**config.mk**
```make
export PLATFORM = sky130hd
export DESIGN_NAME = grey_colorize
export DESIGN_NICKNAME = d
export VERILOG_FILES = /design/src/rtl/grey_colorize.sv
export SDC_FILE = /design/constraint.sdc
export NUM_CORES = 1
export LEC_CHECK = 0
export ABC_AREA = 1
export BUFFER_PORTS_ARGS = -buffer_cell sky130_fd_sc_hd__buf_2
export CORE_ASPECT_RATIO = 0.7
export CORE_MARGIN = 3
export CORE_UTILIZATION = 30
export DETAILED_ROUTE_END_ITERATION = 12
export HOLD_SLACK_MARGIN = 0.02
export SYNTH_ARGS = -nofsm -noshare
export SYNTH_HDL_FRONTEND = slang
export SYNTH_SLANG_ARGS = --single-unit
export TNS_END_PERCENT = 20
```
**constraint.sdc**
```tcl
create_clock -name sys_clk_i -period 3.2 [get_ports sys_clk_i]
set_clock_uncertainty 0.15 [all_clocks]
set_input_delay 0.32 -clock sys_clk_i [delete_from_list [all_inputs] [get_ports sys_clk_i]]
set_output_delay 0.32 -clock sys_clk_i [all_outputs]
set_load 0.05 [all_outputs]
```
**src/rtl/grey_colorize.sv**
```systemverilog
// grey_colorize: two-stage handshaked grey-to-RGB colouriser with per-frame mode and frame counters
module grey_colorize #(
   parameter int DATA_W = 8,
   parameter int CNT_W  = 16
) (
   input  logic              sys_clk_i,
   input  logic              sys_rst_i,
   input  logic              s_valid_i,
   output logic              s_ready_o,
   input  logic [DATA_W-1:0] s_grey_i,
   input  logic              s_sof_i,
   input  logic              s_last_i,
   input  logic [1:0]        mode_i,
   input  logic [DATA_W-1:0] thresh_i,
   output logic              m_valid_o,
   input  logic              m_ready_i,
   output logic [DATA_W-1:0] red_o,
   output logic [DATA_W-1:0] green_o,
   output logic [DATA_W-1:0] blue_o,
   output logic              m_sof_o,
   output logic              m_last_o,
   output logic              done_o,
   output logic [CNT_W-1:0]  pix_cnt_o,
   output logic [CNT_W-1:0]  frame_cnt_o
);
   logic              en;
   logic              hs_in;
   logic              hs_out;
   logic [1:0]        mode_r;
   logic [DATA_W-1:0] thresh_r;
   logic [1:0]        mode_eff;
   logic [DATA_W-1:0] thresh_eff;
   logic              v1;
   logic [DATA_W-1:0] g1;
   logic [DATA_W-1:0] th1;
   logic [1:0]        mode1;
   logic              sof1;
   logic              last1;
   logic [DATA_W-1:0] dbl;
   logic [DATA_W-1:0] lvl;
   logic              hot;
   logic [DATA_W-1:0] r_n;
   logic [DATA_W-1:0] g_n;
   logic [DATA_W-1:0] b_n;

   // the whole pipeline moves as one: it advances whenever the output slot is free or being drained
   assign en         = ~m_valid_o | m_ready_i;
   assign s_ready_o  = en & ~sys_rst_i;
   assign hs_in      = s_valid_i & s_ready_o;
   assign hs_out     = m_valid_o & m_ready_i;
   assign done_o     = hs_out & m_last_o;
   // a sof beat uses the mode/threshold presented with it; later beats use the latched frame values
   assign mode_eff   = s_sof_i ? mode_i : mode_r;
   assign thresh_eff = s_sof_i ? thresh_i : thresh_r;

   // frame registers: capture mode and threshold on an accepted start-of-frame beat
   always_ff @(posedge sys_clk_i or posedge sys_rst_i) begin
      if (sys_rst_i) begin
         mode_r   <= '0;
         thresh_r <= '0;
      end else if (hs_in & s_sof_i) begin
         mode_r   <= mode_i;
         thresh_r <= thresh_i;
      end
   end

   // stage 1: register the grey pixel, framing flags and the effective mode/threshold
   always_ff @(posedge sys_clk_i or posedge sys_rst_i) begin
      if (sys_rst_i) begin
         v1    <= 1'b0;
         g1    <= '0;
         th1   <= '0;
         mode1 <= '0;
         sof1  <= 1'b0;
         last1 <= 1'b0;
      end else if (en) begin
         v1    <= s_valid_i;
         g1    <= s_grey_i;
         th1   <= thresh_eff;
         mode1 <= mode_eff;
         sof1  <= s_sof_i;
         last1 <= s_last_i;
      end
   end

   // colour mapping; heatmap uses 2g (low half) or 2(g-HALF) (high half), both equal to g shifted left
   always_comb begin
      dbl = {g1[DATA_W-2:0], 1'b0};
      lvl = mode1[1] ? {DATA_W{g1 >= th1}} : (mode1[0] ? ~g1 : g1);
      hot = mode1 == 2'd3;
      r_n = hot ? (g1[DATA_W-1] ? dbl : '0) : lvl;
      g_n = hot ? (g1[DATA_W-1] ? ~dbl : dbl) : lvl;
      b_n = hot ? (g1[DATA_W-1] ? '0 : ~dbl) : lvl;
   end

   // stage 2: register the RGB result and the framing flags travelling with it
   always_ff @(posedge sys_clk_i or posedge sys_rst_i) begin
      if (sys_rst_i) begin
         m_valid_o <= 1'b0;
         red_o     <= '0;
         green_o   <= '0;
         blue_o    <= '0;
         m_sof_o   <= 1'b0;
         m_last_o  <= 1'b0;
      end else if (en) begin
         m_valid_o <= v1;
         red_o     <= r_n;
         green_o   <= g_n;
         blue_o    <= b_n;
         m_sof_o   <= sof1;
         m_last_o  <= last1;
      end
   end

   // output-side counters: pixels in the current frame (saturating) and completed frames (wrapping)
   always_ff @(posedge sys_clk_i or posedge sys_rst_i) begin
      if (sys_rst_i) begin
         pix_cnt_o   <= '0;
         frame_cnt_o <= '0;
      end else begin
         if (hs_out)
            pix_cnt_o <= m_sof_o ? CNT_W'(1) : (&pix_cnt_o ? pix_cnt_o : pix_cnt_o + CNT_W'(1));
         if (done_o)
            frame_cnt_o <= frame_cnt_o + CNT_W'(1);
      end
   end
endmodule

```
==> impl_metrics.ini <==
[power_and_ir_drop]
power.density_cell_area_nw_per_um2 = 683
peakVddDrop_uv = 383
power.leakage_uw = 0.00322

[worst_hold_path]
hold_path.class = input pin to flop

[route]
dr_total_vias = 4128
drt_pass1_iterations = 4
wire_per_inst_um = 12.1
dr.first_iter.drc_count = 292
detail_route.drc_violations = 0
vias_per_cell = 4.35
drt-total-wl_mm = 11.5
antenna_nets_post_route = 0

[timing]
timing.final.setup_violations = 0
setup_tns_ns = 0
timing_hold_violations_final = 0
fin_ws_ns = 0.777
rsz0062_at_grt = no
finalWorstPathRequiredPeriod_ns = 2.42
timing.final.max_slew_violations = 0
max_clock_freq_ghz = 0.413
timing_worst_slew_pin_value_ns = 1.09
timing.slew.headroom = 0.275
final.period_utilization = 0.757

[placed_design]
detailedPlace.worstSlack_ns = 0.778
final_gp_congestion = 0.775
dp.final_hpwl_mm = 8.17
portbufs = 84
dpl.cell_count = 931

[grt]
global_route.usage.total = 0.134
grt_antenna_before_repair = 0
grt_first_pass_wirelength_mm = 19.9
grt_max_degree = 77
grt.overflow.total = 0
first_global_vias = 3910

[clock_network]
root_cell_of_the_clock_tree = sky130_fd_sc_hd__clkbuf_16
max-clock-path-buffers = 2
ctsHtreeMaxLevel = 3
post-cts-setup-buffer-count = 0
num_cts_buffers = 9
insertion_delay_of_the_later_clocked_pin_in_the_worst_skew_pair_ns = 0.35
clkTransAtPathRegs_ns = 0.07
clock_tree_from_tritoncts = built
cts.sink_count = 90

[synth]
synthDistinctLibCells = 30
synth_warnings = 0
post-synth-top-count-cell = sky130_fd_sc_hd__nand2_1
post_synth_inst_count = 646
synth.top_cells.by_count = 177 x sky130_fd_sc_hd__nand2_1, 112 x sky130_fd_sc_hd__inv_1, 90 x sky130_fd_sc_hd__dfrtp_1
post_synthesis_async_set_or_reset_flop_share = 1.00
synth_seq_area_share = 0.450
synthDominantCellAreaShare = 0.450
syn_area_per_cell_um2 = 7.75
synth.cell_area_um2 = 5010
synth_area_leaders = sky130_fd_sc_hd__dfrtp_1 45%, sky130_fd_sc_hd__nand2_1 13%, sky130_fd_sc_hd__inv_1 8.4%
ys.flop_type = sky130_fd_sc_hd__dfrtp_1
synth_edf_count = 0
ff_latch_count_synth = 90
synthDominantAreaCellType = sky130_fd_sc_hd__dfrtp_1
number_of_nets_produced_by_synthesis = 694

[die]
start_util = 0.314
die_x_um = 160
die-height_um = 114
ios = 85
num_rows = 38
fp.dieArea_um2 = 18300
core-area_um2 = 15900

[cells_and_area]
fill_cells = 1693
final_core_utilization = 0.374
num_antenna_cells = 0
nNetsFinal = 772
register_area_um2 = 2250
syn_to_final_growth_pct = 19.0
final_cell_count_no_fill = 949
layout-drive-gt1-share = 0.195
multiInputGateArea_um2 = 2220

[worst_setup_path]
setup.worst_path.start_class = flop
largest_driver_fanout_on_the_critical_path = 24
setup.worst_path.end_class = flop
arrival_ns = 2.51
worst-r2r-setup-slack_ns = 0.78
setup.worst_path.class = flop to flop
cp_data_required_time_ns = 3.29

[job]
max-cap-violations = 0

[outcome]
run_status = finished clean
[report_power, final]
part	total, µW	switching [µW]	internal, µW	leakage [µW]
registers	1530	163	1360	0.00110
logic	1460	1080	378	0.00198
clock network	1080	454	628	0.000143
[through the flow]
step | hold slack, ns | total power [µW] | instance area, µm²
global route | 0.0415 | 4360 | 5960
floorplan | 0.270 | 2660 | 5010
detailed placement | 0.322 | 3020 | 5640
CTS | 0.0363 | 4130 | 5960
global placement | 0.294 | 3010 | 5640
finish | 0.0500 | 4070 | 5960
[cell type report]
cell class | instances | share of cell area
tap | 220 | 0.0462
sequential | 90 | 0.378
multi-input combinational | 421 | 0.374
clock inverter | 4 | 0.00861
timing repair buffer | 89 | 0.0798
clock buffer | 12 | 0.0414
inverter | 113 | 0.0723
[cells in the final DEF, fill, tap and decap left out, drive strengths merged]
cell / netlist / final
nand4: 9 / 9
o211ai: 9 / 9
xnor2: 4 / 4
nor2: 29 / 29
nor3: 9 / 9
nand3: 52 / 52
inv: 112 / 111
o21bai: 1 / 1
dlygate4sd3: 0 / 2
bufinv: 0 / 1
ha: 24 / 24
buf: 4 / 87
o21ai: 57 / 57
nand2: 178 / 178
clkbuf: 18 / 12
or2: 25 / 25
o31ai: 1 / 1
dfrtp: 90 / 90
a21o: 1 / 1
clkinvlp: 0 / 1
clkinv: 1 / 4
xor2: 10 / 10
nor3b: 1 / 1
a21oi: 11 / 11
[flip-flops by register name (all words and copies together), names as in the netlist, 2 cells and up]
| signal | cells |
|---|---|
| green_o | 8 |
| blue_o | 8 |
| pix_cnt_o | 16 |
| thresh_r | 8 |
| mode_r | 2 |
| red_o | 8 |
| g1 | 8 |
| frame_cnt_o | 16 |
| th1 | 8 |
| mode1 | 2 |
[routing by layer]
layer / vias to the layer above / GRT usage / share of wire
met3: 11 / 0.0372 / 0.057
li1: 2169 / - / -
met5: - / 0 / 0
met4: 0 / 0.0312 / 0.0096
met1: 1850 / 0.197 / 0.52
met2: 98 / 0.194 / 0.41
[worst paths after layout]
kind | start | cells past startpoint | to
max | g1[7] | 8 | green_o[3]
min | s_grey_i[5] | 3 | g1[5]
max reg2reg | g1[7] | 8 | green_o[3]
min reg2reg | v1 | 2 | m_valid_o
max in group asynchronous | sys_rst_i | 4 | blue_o[2]
min in group asynchronous | sys_rst_i | 3 | sof1
[what timing repair did]
item	4_1_cts	5_1_grt
resized for setup	0	0
hold buffers	2	0
hold endpoints to repair	39	0
[logic make-up (layout without fill, tap and decap cells)]
| kind of cell | count (synthesis) | after routing | synth area share |
|---|---|---|---|
| flops | 90 | 90 | 0.450 |
| fa+ha+maj | 24 | 24 | 0.0600 |
| buf+inv | 135 | 218 | 0.106 |
| simple gates | 303 | 303 | 0.273 |
| compound gates | 80 | 80 | 0.0867 |
| xor+xnor | 14 | 14 | 0.0245 |
[critical path: stages (launching register included)]
cell and delay (ns):
sky130_fd_sc_hd__dfrtp_1 0.50, sky130_fd_sc_hd__ha_1 0.36, sky130_fd_sc_hd__a21o_1 0.16, sky130_fd_sc_hd__nor2_1 0.10, sky130_fd_sc_hd__nand3_1 0.08, sky130_fd_sc_hd__nand2_1 0.63, sky130_fd_sc_hd__nand3_1 0.18, sky130_fd_sc_hd__nand2_1 0.11
sky130_fd_sc_hd__inv_1 0.04
(Power assumes the default switching activity.)
